===== src/rtl/pool_pkg.sv =====
// rtl/pool_pkg.sv - shared types, pixel width and log2 helper for the max-pool sequencer
package pool_pkg;

    typedef enum logic [1:0] {
        IDLE  = 2'd0,
        SCAN  = 2'd1,
        DRAIN = 2'd2,
        DONE  = 2'd3
    } state_t;

    localparam int PIX_W = 6;

    // Smallest r with 2**r >= value; evaluated at elaboration for bit positions.
    function automatic int log2_ceil(input int value);
        int r;
        r = 0;
        for (int i = 0; i < 31; i++) begin
            if ((1 << i) < value) begin
                r = i + 1;
            end
        end
        return r;
    endfunction

endpackage


===== src/rtl/max_pool_sequencer_if.sv =====
// rtl/max_pool_sequencer_if.sv - SRAM read, pooling-unit and result-buffer signals of the sequencer
interface max_pool_sequencer_if
    import pool_pkg::*;
#(
    parameter int ADDR_BITS     = 8,
    parameter int OUT_ADDR_BITS = 6
) ();

    logic                     rd_en;
    logic [ADDR_BITS-1:0]     rd_addr;
    logic [PIX_W-1:0]         rd_data;
    logic                     pool_fire;
    logic                     pool_row;
    logic [PIX_W-1:0]         pool_data;
    logic [PIX_W-1:0]         pool_result;
    logic                     wr_en;
    logic [OUT_ADDR_BITS-1:0] wr_addr;
    logic [PIX_W-1:0]         wr_data;

    modport master (
        output rd_en, rd_addr, pool_fire, pool_row, pool_data, wr_en, wr_addr, wr_data,
        input  rd_data, pool_result
    );

    modport slave (
        input  rd_en, rd_addr, pool_fire, pool_row, pool_data, wr_en, wr_addr, wr_data,
        output rd_data, pool_result
    );

endinterface


===== src/rtl/pool_addr_gen.sv =====
// rtl/pool_addr_gen.sv - raster read address counter with pause hold and last-address flag
module pool_addr_gen
    import pool_pkg::*;
#(
    parameter int ADDR_BITS = 8
) (
    input  logic                 clk,
    input  logic                 rst_n,
    input  logic                 clear,
    input  logic                 advance,
    output logic [ADDR_BITS-1:0] addr,
    output logic                 last
);

    // Counter restarts per frame, steps only on an issued read, wraps at full width.
    always_ff @(posedge clk or negedge rst_n) begin
        if (!rst_n) begin
            addr <= '0;
        end else if (clear) begin
            addr <= '0;
        end else if (advance) begin
            addr <= addr + ADDR_BITS'(1);
        end
    end

    assign last = &addr;

endmodule


===== src/rtl/max_pool_sequencer.sv =====
// rtl/max_pool_sequencer.sv - raster-scans a feature map into the 2x2 pooling unit and stores pooled results
module max_pool_sequencer
    import pool_pkg::*;
#(
    parameter int INPUT_SIZE    = 16,
    parameter int ADDR_BITS     = 8,
    parameter int OUT_ADDR_BITS = 6
) (
    input  logic                 clk,
    input  logic                 rst_n,
    input  logic                 start,
    input  logic                 pause,
    output logic                 busy,
    output logic                 done,
    max_pool_sequencer_if.master bus
);

    localparam int ROW_BIT = log2_ceil(INPUT_SIZE);

    state_t                   state;
    logic                     accept;
    logic                     scan_rd;
    logic [ADDR_BITS-1:0]     addr;
    logic                     addr_last;
    logic                     rd_valid;
    logic                     fire_row;
    logic                     fire_col_odd;
    logic                     wr_en_q;
    logic [OUT_ADDR_BITS-1:0] wr_cnt;

    assign accept  = (state == IDLE) && start;
    assign scan_rd = (state == SCAN) && !pause;

    pool_addr_gen #(
        .ADDR_BITS (ADDR_BITS)
    ) u_addr_gen (
        .clk     (clk),
        .rst_n   (rst_n),
        .clear   (accept),
        .advance (scan_rd),
        .addr    (addr),
        .last    (addr_last)
    );

    // Frame control: busy covers SCAN and DRAIN, done is a single pulse in DONE.
    always_ff @(posedge clk or negedge rst_n) begin
        if (!rst_n) begin
            state <= IDLE;
            busy  <= 1'b0;
            done  <= 1'b0;
        end else begin
            case (state)
                IDLE: begin
                    done <= 1'b0;
                    if (start) begin
                        state <= SCAN;
                        busy  <= 1'b1;
                    end
                end
                SCAN: begin
                    if (scan_rd && addr_last) begin
                        state <= DRAIN;
                    end
                end
                DRAIN: begin
                    if (wr_en_q && (&wr_cnt)) begin
                        state <= DONE;
                        busy  <= 1'b0;
                        done  <= 1'b1;
                    end
                end
                DONE: begin
                    state <= IDLE;
                    done  <= 1'b0;
                end
                default: begin
                    state <= IDLE;
                    busy  <= 1'b0;
                    done  <= 1'b0;
                end
            endcase
        end
    end

    // Fire tracks the SRAM latency exactly, so the pooling unit's pair phase only moves on real data.
    always_ff @(posedge clk or negedge rst_n) begin
        if (!rst_n) begin
            rd_valid     <= 1'b0;
            fire_row     <= 1'b0;
            fire_col_odd <= 1'b0;
            wr_en_q      <= 1'b0;
        end else begin
            rd_valid <= scan_rd;
            if (scan_rd) begin
                fire_row     <= addr[ROW_BIT];
                fire_col_odd <= addr[0];
            end
            wr_en_q <= rd_valid && fire_row && fire_col_odd;
        end
    end

    // Pooled-pixel index: restarts per frame, one step per completed window.
    always_ff @(posedge clk or negedge rst_n) begin
        if (!rst_n) begin
            wr_cnt <= '0;
        end else if (accept) begin
            wr_cnt <= '0;
        end else if (wr_en_q) begin
            wr_cnt <= wr_cnt + OUT_ADDR_BITS'(1);
        end
    end

    assign bus.rd_en     = scan_rd;
    assign bus.rd_addr   = addr;
    assign bus.pool_fire = rd_valid;
    assign bus.pool_row  = fire_row;
    assign bus.pool_data = bus.rd_data;
    assign bus.wr_en     = wr_en_q;
    assign bus.wr_addr   = wr_cnt;
    assign bus.wr_data   = bus.pool_result;

endmodule


===== src/flat_wrapper.sv =====
// flat-port wrapper written by rule: the top's interface ports become plain ports
module max_pool_sequencer_flat import pool_pkg::*;
#(
    parameter int INPUT_SIZE    = 16,
    parameter int ADDR_BITS     = 8,
    parameter int OUT_ADDR_BITS = 6
)
  (clk, rst_n, start, pause, busy, done, bus_rd_en, bus_rd_addr, bus_pool_fire, bus_pool_row, bus_pool_data, bus_wr_en, bus_wr_addr, bus_wr_data, bus_rd_data, bus_pool_result);
  max_pool_sequencer_if #(.ADDR_BITS(ADDR_BITS), .OUT_ADDR_BITS(OUT_ADDR_BITS)) bus_i ();
  input  logic clk;
  input  logic rst_n;
  input  logic start;
  input  logic pause;
  output logic busy;
  output logic done;
  output wire logic [$bits(bus_i.rd_en)-1:0] bus_rd_en;
  output wire logic [$bits(bus_i.rd_addr)-1:0] bus_rd_addr;
  output wire logic [$bits(bus_i.pool_fire)-1:0] bus_pool_fire;
  output wire logic [$bits(bus_i.pool_row)-1:0] bus_pool_row;
  output wire logic [$bits(bus_i.pool_data)-1:0] bus_pool_data;
  output wire logic [$bits(bus_i.wr_en)-1:0] bus_wr_en;
  output wire logic [$bits(bus_i.wr_addr)-1:0] bus_wr_addr;
  output wire logic [$bits(bus_i.wr_data)-1:0] bus_wr_data;
  input wire logic [$bits(bus_i.rd_data)-1:0] bus_rd_data;
  input wire logic [$bits(bus_i.pool_result)-1:0] bus_pool_result;
  assign bus_rd_en = bus_i.rd_en;
  assign bus_rd_addr = bus_i.rd_addr;
  assign bus_pool_fire = bus_i.pool_fire;
  assign bus_pool_row = bus_i.pool_row;
  assign bus_pool_data = bus_i.pool_data;
  assign bus_wr_en = bus_i.wr_en;
  assign bus_wr_addr = bus_i.wr_addr;
  assign bus_wr_data = bus_i.wr_data;
  assign bus_i.rd_data = bus_rd_data;
  assign bus_i.pool_result = bus_pool_result;
  max_pool_sequencer #(.INPUT_SIZE(INPUT_SIZE), .ADDR_BITS(ADDR_BITS), .OUT_ADDR_BITS(OUT_ADDR_BITS)) u_core (.clk(clk), .rst_n(rst_n), .start(start), .pause(pause), .busy(busy), .done(done), .bus(bus_i));
endmodule

===== config.mk =====
export PLATFORM = sky130hd
export DESIGN_NAME = max_pool_sequencer_flat
export DESIGN_NICKNAME = d
export VERILOG_FILES = /design/src/rtl/pool_pkg.sv /design/src/rtl/max_pool_sequencer_if.sv /design/src/rtl/pool_addr_gen.sv /design/src/rtl/max_pool_sequencer.sv /design/src/flat_wrapper.sv
export SDC_FILE = /design/constraint.sdc
export NUM_CORES = 1
export LEC_CHECK = 0
export CORE_MARGIN = 2
export CORE_UTILIZATION = 45
export CTS_CLUSTER_DIAMETER = 80
export DETAILED_ROUTE_END_ITERATION = 16
export PLACE_DENSITY = 0.83
export SLEW_MARGIN = 15
export SYNTH_ARGS = -nofsm -noshare
export SYNTH_HDL_FRONTEND = slang
export SYNTH_HIERARCHICAL = 1
export SYNTH_SLANG_ARGS = --single-unit

===== constraint.sdc =====
create_clock -name clk -period 5 [get_ports clk]
set_clock_uncertainty 0.2 [all_clocks]
set_input_delay 0.5 -clock clk [delete_from_list [all_inputs] [get_ports clk]]
set_output_delay 0.5 -clock clk [all_outputs]
set_load 0.005 [all_outputs]

==> reports/metrics.cfg, run 1 <==
[cells_and_area]
layout_common_cells = clkdlybuf4s50_1, dfrtp_1, nor2_1
fin_util_pct = 55.2
areaGrowthSynthToFinish_pct = 16.5
nets = 142
layout_commonest_cell = clkdlybuf4s50_1
antenna_cells = 0
drive_gt1_share_pct = 9.24
instances_no_fill = 149
stdcell_area_um2 = 1370

[floorplanning]
ios = 48
coreArea_um2 = 2480
die-area_um2 = 3030
die_h_um = 55.0
row_count = 18
die_w_um = 55.0
start_util_pct = 47.3

[timing]
rsz0062_at_grt = false
setup_viol = 0
timing.hold.ws_ps = 305
worst_slew_pin_slew_ps = 914
report.final.slew_viol_count = 0
slew_headroom_pct = 38.8
finalCritPeriodShare_pct = 62.0
setup_ws_ps = 1900
fmax_ghz = 0.323
tns_ps = 0
layout_min_cycle_time_ps = 3100
hold_viol_final = 0

[setup_path]
startpoint = u_core/state[1]
crit_path_cell_trace = inv_1 > ha_1 > nor2b_1 > clkdlybuf4s50_1
crit_family = buffers and inverters
rrSetupSlack_ps = 2590
crit_slowest_cell = nor2b_1
worstSetupPathDepth = 4
r2r-start = u_core/state[1]
crit_end = bus_rd_en
worstSetupStartpointType = flop
reg2regPathDepth = 6
crit_path_max_fanout = 10
crit_type = flop to output pin
cp_slowest_stage_delay_ps = 710
crit_buf_inv = 2
crit_path_end_kind = output pin
rr_endpoint = u_core/u_addr_gen/addr[7]
required_ps = 4300
worstPathArrival_ps = 2400

[global_routing]
grt_pass1_wl_mm = 3.26
grt_pass1_vias = 729
grt_overflow = 0
grt_usage_pct = 15.4
antenna_found_initial = 0
grt_start_max_net_pins = 23

[placement]
dp_hpwl_mm = 1.49
gp_congestion = 0.759
portBuffers = 23
dp.cells = 145
place_area_um2 = 1330
place_ws_ps = 2030

[clock_network]
cts_made_buffers = 3
clock_latency_ps = 300
h-tree-depth = 1
clk_pin_slew_worst_paths_ps = 120
clockBufferDepth = 2
ctsHoldBuffers = 0
cts.sinks = 22
cts_tree = done
post-cts-setup-buffers = 0
cts.repair.resized = 0
root_buffer = clkbuf_4

[pwr]
power_density_nw_per_um2 = 369
power.leakage_nw = 0.615
ir_worst_vdd_uv = 311
totalPowerFinal_mw = 0.504

[yosys]
yosysSeqAreaShare_pct = 47.0
synth_ff_type = dfrtp_1
synth.distinct_cells = 29
syn_inst = 108
async_flop_share_pct = 100
ys_seq_elements = 22
yosysWarnings = 6
synth_nets = 130
syn-cell-area_um2 = 1170
synth_edf_count = 0
syn_avg_cell_area_um2 = 10.9

[min_path]
min_path_type = flop to flop

[routing]
totalWireLength_mm = 2.01
route.vias.total = 781
drt_first_iter_violations = 9
final_antenna_net_count = 0
first_pass_iters = 4
vias_per_cell = 5.24
drc = 0
avgRoutedWirePerCell_um = 13.5

[status]
outcome = finished clean

[job]
max_cap_viol_count = 0

[power breakdown]
| group | internal [mW] | total [mW] | leakage [nW] | switching, mW |
|---|---|---|---|---|
| combinational | 0.0917 | 0.174 | 0.303 | 0.0828 |
| clock | 0.0444 | 0.0953 | 0.0210 | 0.0509 |
| sequential | 0.207 | 0.234 | 0.292 | 0.0275 |
[Yosys cell counts, types with 2 or more instances]
cell type / count / area [um^2]
xnor2_1: 2 / 17.5
or3_1: 3 / 18.8
mux2_2: 2 / 22.5
a21oi_2: 2 / 17.5
xor2_1: 7 / 61.3
mux2i_1: 2 / 20.0
nor2b_1: 2 / 12.5
ha_1: 6 / 75.1
nor2_1: 13 / 48.8
dfrtp_1: 22 / 551
inv_1: 2 / 7.51
o21ai_0: 4 / 20.0
nand4_1: 5 / 31.3
nand2_1: 3 / 11.3
buf_4: 13 / 97.6
mux2_1: 2 / 22.5
a21oi_1: 3 / 15.0
nand4_4: 2 / 42.5
nand3_1: 3 / 15.0
[layer usage]
metal	track usage (%)	part of all wire [%]	wire, um	vias up
met1	20.9	46	922	375
met2	24.4	48	967	24
met4	6.91	0.94	19	0
met3	2.42	5.1	102	2
met5	0	0	0	-
li1	-	-	-	380
[sequential cells by signal, summed over array words and instances, names as in the netlist]
register,flops
u_core/busy,1
u_core/bus.wr_en,1
u_core/u_addr_gen/addr,8
u_core/bus.wr_addr,6
u_core/state,2
u_core/bus.pool_fire,1
u_core/done,1
u_core/bus.pool_row,1
u_core/fire_col_odd,1
[layout make-up]
class                   count  area [um^2]
multi-input cells          68          504
inverters                   2         7.51
well taps                  30         37.5
repair buffers             23          230
fillers                   223         1110
clock buffers               4         36.3
flip-flops and latches     22          551
[how the worst min path moves through the flow]
stage / endpoint / startpoint / cells after the start / slack (ps)
3_3_place_gp: u_core/done / u_core/done / 1 / 270
2_1_floorplan: u_core/bus.pool_fire / rst_n / 0 / 4
5_1_grt: u_core/fire_col_odd / u_core/fire_col_odd / 1 / 330
6_report: u_core/done / u_core/done / 1 / 300
3_5_place_dp: u_core/done / u_core/done / 1 / 280
4_1_cts: u_core/done / u_core/done / 1 / 310
[kinds of logic (layout without fill, tap and decap cells)]
| group | after synthesis | in the layout | synth area share, % |
|---|---|---|---|
| simple gates | 35 | 35 | 17.9 |
| flops | 22 | 22 | 47.0 |
| buf+inv | 18 | 29 | 10.0 |
| compound gates | 12 | 12 | 6.40 |
| xor+xnor | 9 | 9 | 6.72 |
| fa+ha+maj | 6 | 6 | 6.40 |
| mux | 6 | 6 | 5.55 |
Power figures use the tool's default switching activity.
==> inputs of run 2 (changes only) <==
- CORE_UTILIZATION: 45 -> 38
- PLACE_DENSITY: 0.83 -> 0.75
- clock period: 5 -> 2.7 ns (I/O delays scaled with it)
==> run 2 against run 1 <==
  * Count of clock-buffer cells in the layout is 1 lower
  * Core utilization is 8.5 points lower
  * Design area is 2.6% higher
  * Power is 100% higher
  * Global-route usage is 2.6 points lower
  * Clock power grew to 2.7 times the previous value
  * Critical path depth is 1 higher
  * Worst hold slack worse by 220 ps
  * Sequential share of layout area is 1.0 points lower
  * Setup slack worse by 1600 ps
  * Flip-flop and latch count stayed put
  * Final cell count is 3.4% higher
  * Highest routed layer unchanged
==> reports/metrics.cfg, run 2 (same netlist as run 1, synthesis figures left out) <==
[timing]
worst_slew_pin_slew_ps = 511
tns_ps = 0
rsz0062_at_grt = false
layout_min_cycle_time_ps = 2390
fmax_ghz = 0.419
setup_viol = 0
report.final.slew_viol_count = 0
hold_viol_final = 0
finalCritPeriodShare_pct = 88.4
slew_headroom_pct = 65.9

[setup_path]
required_ps = 2230
rrSetupSlack_ps = 700
crit_end = bus_rd_en
worstSetupStartpointType = flop
rr_endpoint = u_core/u_addr_gen/addr[5]
crit_path_end_kind = output pin
crit_type = flop to output pin
worstPathArrival_ps = 1920
startpoint = u_core/state[1]
r2r-start = u_core/state[1]
reg2regPathDepth = 7
crit_path_max_fanout = 10

[routing]
vias_per_cell = 4.98
drt_first_iter_violations = 12
first_pass_iters = 3
totalWireLength_mm = 2.12
drc = 0
avgRoutedWirePerCell_um = 13.7
final_antenna_net_count = 0
route.vias.total = 767

[cells_and_area]
antenna_cells = 0
n_fill_cell = 283
areaGrowthSynthToFinish_pct = 19.5
largest_reg_flops = 8
nets = 144
largest-register = u_core/u_addr_gen/addr
drive_gt1_share_pct = 10.7
layout_commonest_cell = clkdlybuf4s50_1
layout_common_cells = clkdlybuf4s50_1, dfrtp_1, nor2_1

[job]
max_cap_viol_count = 0

[global_routing]
grt_pass1_vias = 789
antenna_found_initial = 0
grt_overflow = 0
grt_usage_pct = 12.8
grt_start_max_net_pins = 23
grt_pass1_wl_mm = 3.35

[floorplanning]
die-area_um2 = 3550
row_count = 20
ios = 48
coreArea_um2 = 3000
die_h_um = 59.5
start_util_pct = 39.0
die_w_um = 59.5

[pwr]
seq_power_share_pct = 42.9
ir_worst_vdd_uv = 423
swShare_pct = 30.2
p_int_mw = 0.707
switching_power_mw = 0.306
power_density_nw_per_um2 = 723
power.leakage_nw = 0.632
pwr-share-clk_pct = 25.2
combPwrFrac_pct = 32.0
totalPowerFinal_mw = 1.01

[clock_network]
ctsHoldBuffers = 0
cts_made_buffers = 3
cts.sinks = 22
cts.repair.resized = 0
cts_tree = done
clock_latency_ps = 320
post-cts-setup-buffers = 0
h-tree-depth = 1
clockBufferDepth = 2
root_buffer = clkbuf_4
clk_pin_slew_worst_paths_ps = 130

[status]
outcome = finished clean

[placement]
portBuffers = 23
dp_hpwl_mm = 1.58
gp_congestion = 0.786

[min_path]
min_path_type = input pin to async pin

run 2: changes by cell type in the layout (fill, tap and decap cells not counted):
cell       change
clkbuf_8       -1
bufinv_16      +1
buf_4          +2
run 2: power by group through the flow:
stage,Combinational [mW],Clock [mW],Sequential (mW)
2_1_floorplan,0.227,0,0.435
3_3_place_gp,0.317,0,0.438
3_5_place_dp,0.327,0,0.441
4_1_cts,0.329,0.260,0.435
5_1_grt,0.355,0.267,0.440
6_report,0.324,0.255,0.434
run 2: layout make-up:
class | count | area, um^2 | share of cell area (%)
inverters | 2 | 7.51 | 0.536
flip-flops and latches | 22 | 551 | 39.3
multi-input cells | 68 | 504 | 36.0
clock buffers | 3 | 22.5 | 1.61
clock inverters | 1 | 30.0 | 2.14
well taps | 33 | 41.3 | 2.95
repair buffers | 25 | 245 | 17.5
run 2: worst min-delay path by stage:
stage | from | end | slack, ps
final | rst_n | u_core/done | 80
after global routing | rst_n | u_core/bus.pool_row | 120
after CTS | rst_n | u_core/done | 100
after detailed placement | u_core/done | u_core/done | 280
after global placement | u_core/done | u_core/done | 270
after floorplan | rst_n | u_core/bus.pool_fire | -230
run 2: worst max-delay path, cell delays in order (launching register included):
cell and delay [ps]:
dfrtp_1 420, inv_1 100, ha_1 210, nor2b_1 150, buf_4 200, clkdlybuf4s50_1 530
run 2: through the flow:
step	utilization, %	cells	area [um^2]	worst slack (ps)	hold WS, ps
global route	46.7	154	1400	191	116
CTS	46.7	154	1400	303	97.7
finish	46.7	154	1400	314	84.4
floorplan	-	108	1170	701	-226
global placement	44.9	150	1350	722	274
detailed placement	44.9	150	1350	689	280
run 2: routing by layer:
layer | global-route usage, % | wire [um] | vias up
li1 | - | - | 384
met1 | 14.2 | 877 | 351
met2 | 22.4 | 1080 | 24
met3 | 2.40 | 111 | 8
met4 | 7.62 | 46 | 0
met5 | 0 | 0 | -
==> inputs of run 3 (changes only) <==
- CORE_ASPECT_RATIO: unset -> 2
==> run 3 against run 2 <==
  * First-iteration DRC count increased by 67%
  * Critical path depth decreased by 1
  * Clock power down 11%
  * Flip-flop and latch count unchanged
  * Critical endpoint unchanged
  * Largest cell class unchanged
  * Largest power group unchanged
==> reports/metrics.cfg, run 3 (same netlist as run 1, synthesis figures left out) <==
[routing]
avgRoutedWirePerCell_um = 14.1
route.vias.total = 816
drc = 0
vias_per_cell = 5.40
dr_wl_met2_mm = 1.17
drt_first_iter_violations = 20
highest_layer = met4
met1_length_um = 796
totalWireLength_mm = 2.12
final_antenna_net_count = 0
first_pass_iters = 4
met3_length_um = 116

[clock_network]
cts.repair.resized = 0
cts_tree = done
h-tree-depth = 1
ctsHoldBuffers = 0
clk_pin_slew_worst_paths_ps = 70
clockBufferDepth = 2
cts_made_buffers = 3
clock_latency_ps = 260
post-cts-setup-buffers = 0
root_buffer = clkbuf_8
cts.sinks = 22

[pwr]
seq_power_share_pct = 43.8
combPwrFrac_pct = 33.3
totalPowerFinal_mw = 0.995
switching_power_mw = 0.307
power_density_nw_per_um2 = 710
swShare_pct = 30.8
ir_worst_vdd_uv = 496
power.leakage_nw = 0.633
p_int_mw = 0.688
pwr-share-clk_pct = 22.9

[cells_and_area]
nets = 144
areaGrowthSynthToFinish_pct = 19.4
stdcell_area_um2 = 1400
layout_common_cells = clkdlybuf4s50_1, dfrtp_1, nor2_1
largest-register = u_core/u_addr_gen/addr
fin_util_pct = 47.6
instances_no_fill = 151
drive_gt1_share_pct = 10.7
layout_commonest_cell = clkdlybuf4s50_1
largest_reg_flops = 8
antenna_cells = 0

[global_routing]
grt_pass1_wl_mm = 3.73
grt_usage_pct = 14.0
grt_pass1_vias = 869
grt_overflow = 0
antenna_found_initial = 0
grt_start_max_net_pins = 23

[min_path]
min_path_type = input pin to async pin

[setup_path]
r2r-start = u_core/state[1]
worstPathArrival_ps = 1940
reg2regPathDepth = 6
crit_path_max_fanout = 4
required_ps = 2230
crit_path_end_kind = output pin
startpoint = u_core/state[1]
rr_endpoint = u_core/u_addr_gen/addr[7]
crit_type = flop to output pin
crit_end = bus_rd_en
rrSetupSlack_ps = 670
worstSetupStartpointType = flop

[timing]
slew_headroom_pct = 65.4
rsz0062_at_grt = false
tns_ps = 0
setup_viol = 0
hold_viol_final = 0
layout_min_cycle_time_ps = 2410
worst_slew_pin_slew_ps = 519
finalCritPeriodShare_pct = 89.4
fmax_ghz = 0.415
report.final.slew_viol_count = 0

[placement]
dp_hpwl_mm = 1.65
portBuffers = 23
gp_congestion = 0.738
place_area_um2 = 1350
dp.cells = 147

[floorplanning]
die-area_um2 = 3570
row_count = 28
die_w_um = 43.3
die_h_um = 82.6
ios = 48
coreArea_um2 = 2940
start_util_pct = 39.8

[status]
outcome = finished clean

[job]
max_cap_viol_count = 0

run 3: changes by cell type in the layout (fill, tap and decap cells not counted):
cell / before / now
clkbuf_8: 0 / 4
clkbuf_4: 3 / 0
bufinv_16: 1 / 0
run 3: power by group through the flow:
stage / clock [mW] / combinational [mW] / sequential, mW
2_1_floorplan: 0 / 0.227 / 0.435
5_1_grt: 0.253 / 0.372 / 0.443
4_1_cts: 0.237 / 0.341 / 0.436
3_3_place_gp: 0 / 0.317 / 0.439
3_5_place_dp: 0 / 0.339 / 0.442
6_report: 0.228 / 0.331 / 0.435
run 3: final cells by class:
| type | count | area (um^2) |
|---|---|---|
| well taps | 30 | 37.5 |
| fillers | 300 | 1540 |
| repair buffers | 25 | 245 |
| clock buffers | 4 | 55.1 |
| multi-input cells | 68 | 504 |
| inverters | 2 | 7.51 |
| flip-flops and latches | 22 | 551 |
run 3: worst min path at each step:
stage / start / endpoint / slack, ps / cells past startpoint
3_3_place_gp: u_core/done / u_core/done / 270 / 1
6_report: rst_n / u_core/state[1] / 150 / 2
2_1_floorplan: rst_n / u_core/bus.pool_fire / -230 / 0
4_1_cts: rst_n / u_core/state[1] / 160 / 2
5_1_grt: rst_n / u_core/u_addr_gen/addr[3] / 200 / 2
3_5_place_dp: u_core/done / u_core/done / 280 / 1
run 3: critical path, cell delays in order, from the launching register on:
cell,delay (ps)
dfrtp_1,400
inv_1,110
ha_1,220
nor2b_1,370
clkdlybuf4s50_1,580
run 3: layer usage:
| metal | global-route usage, % | up-vias |
|---|---|---|
| li1 | - | 379 |
| met1 | 14.9 | 400 |
| met2 | 24.3 | 33 |
| met3 | 2.61 | 4 |
| met4 | 9.39 | 0 |
| met5 | 0 | - |
run 3: per-stage QoR:
step | hold slack (ps) | setup WS (ps)
2_1_floorplan | -226 | 701
3_3_place_gp | 274 | 630
3_5_place_dp | 279 | 585
4_1_cts | 164 | 273
5_1_grt | 199 | 192
6_report | 155 | 288
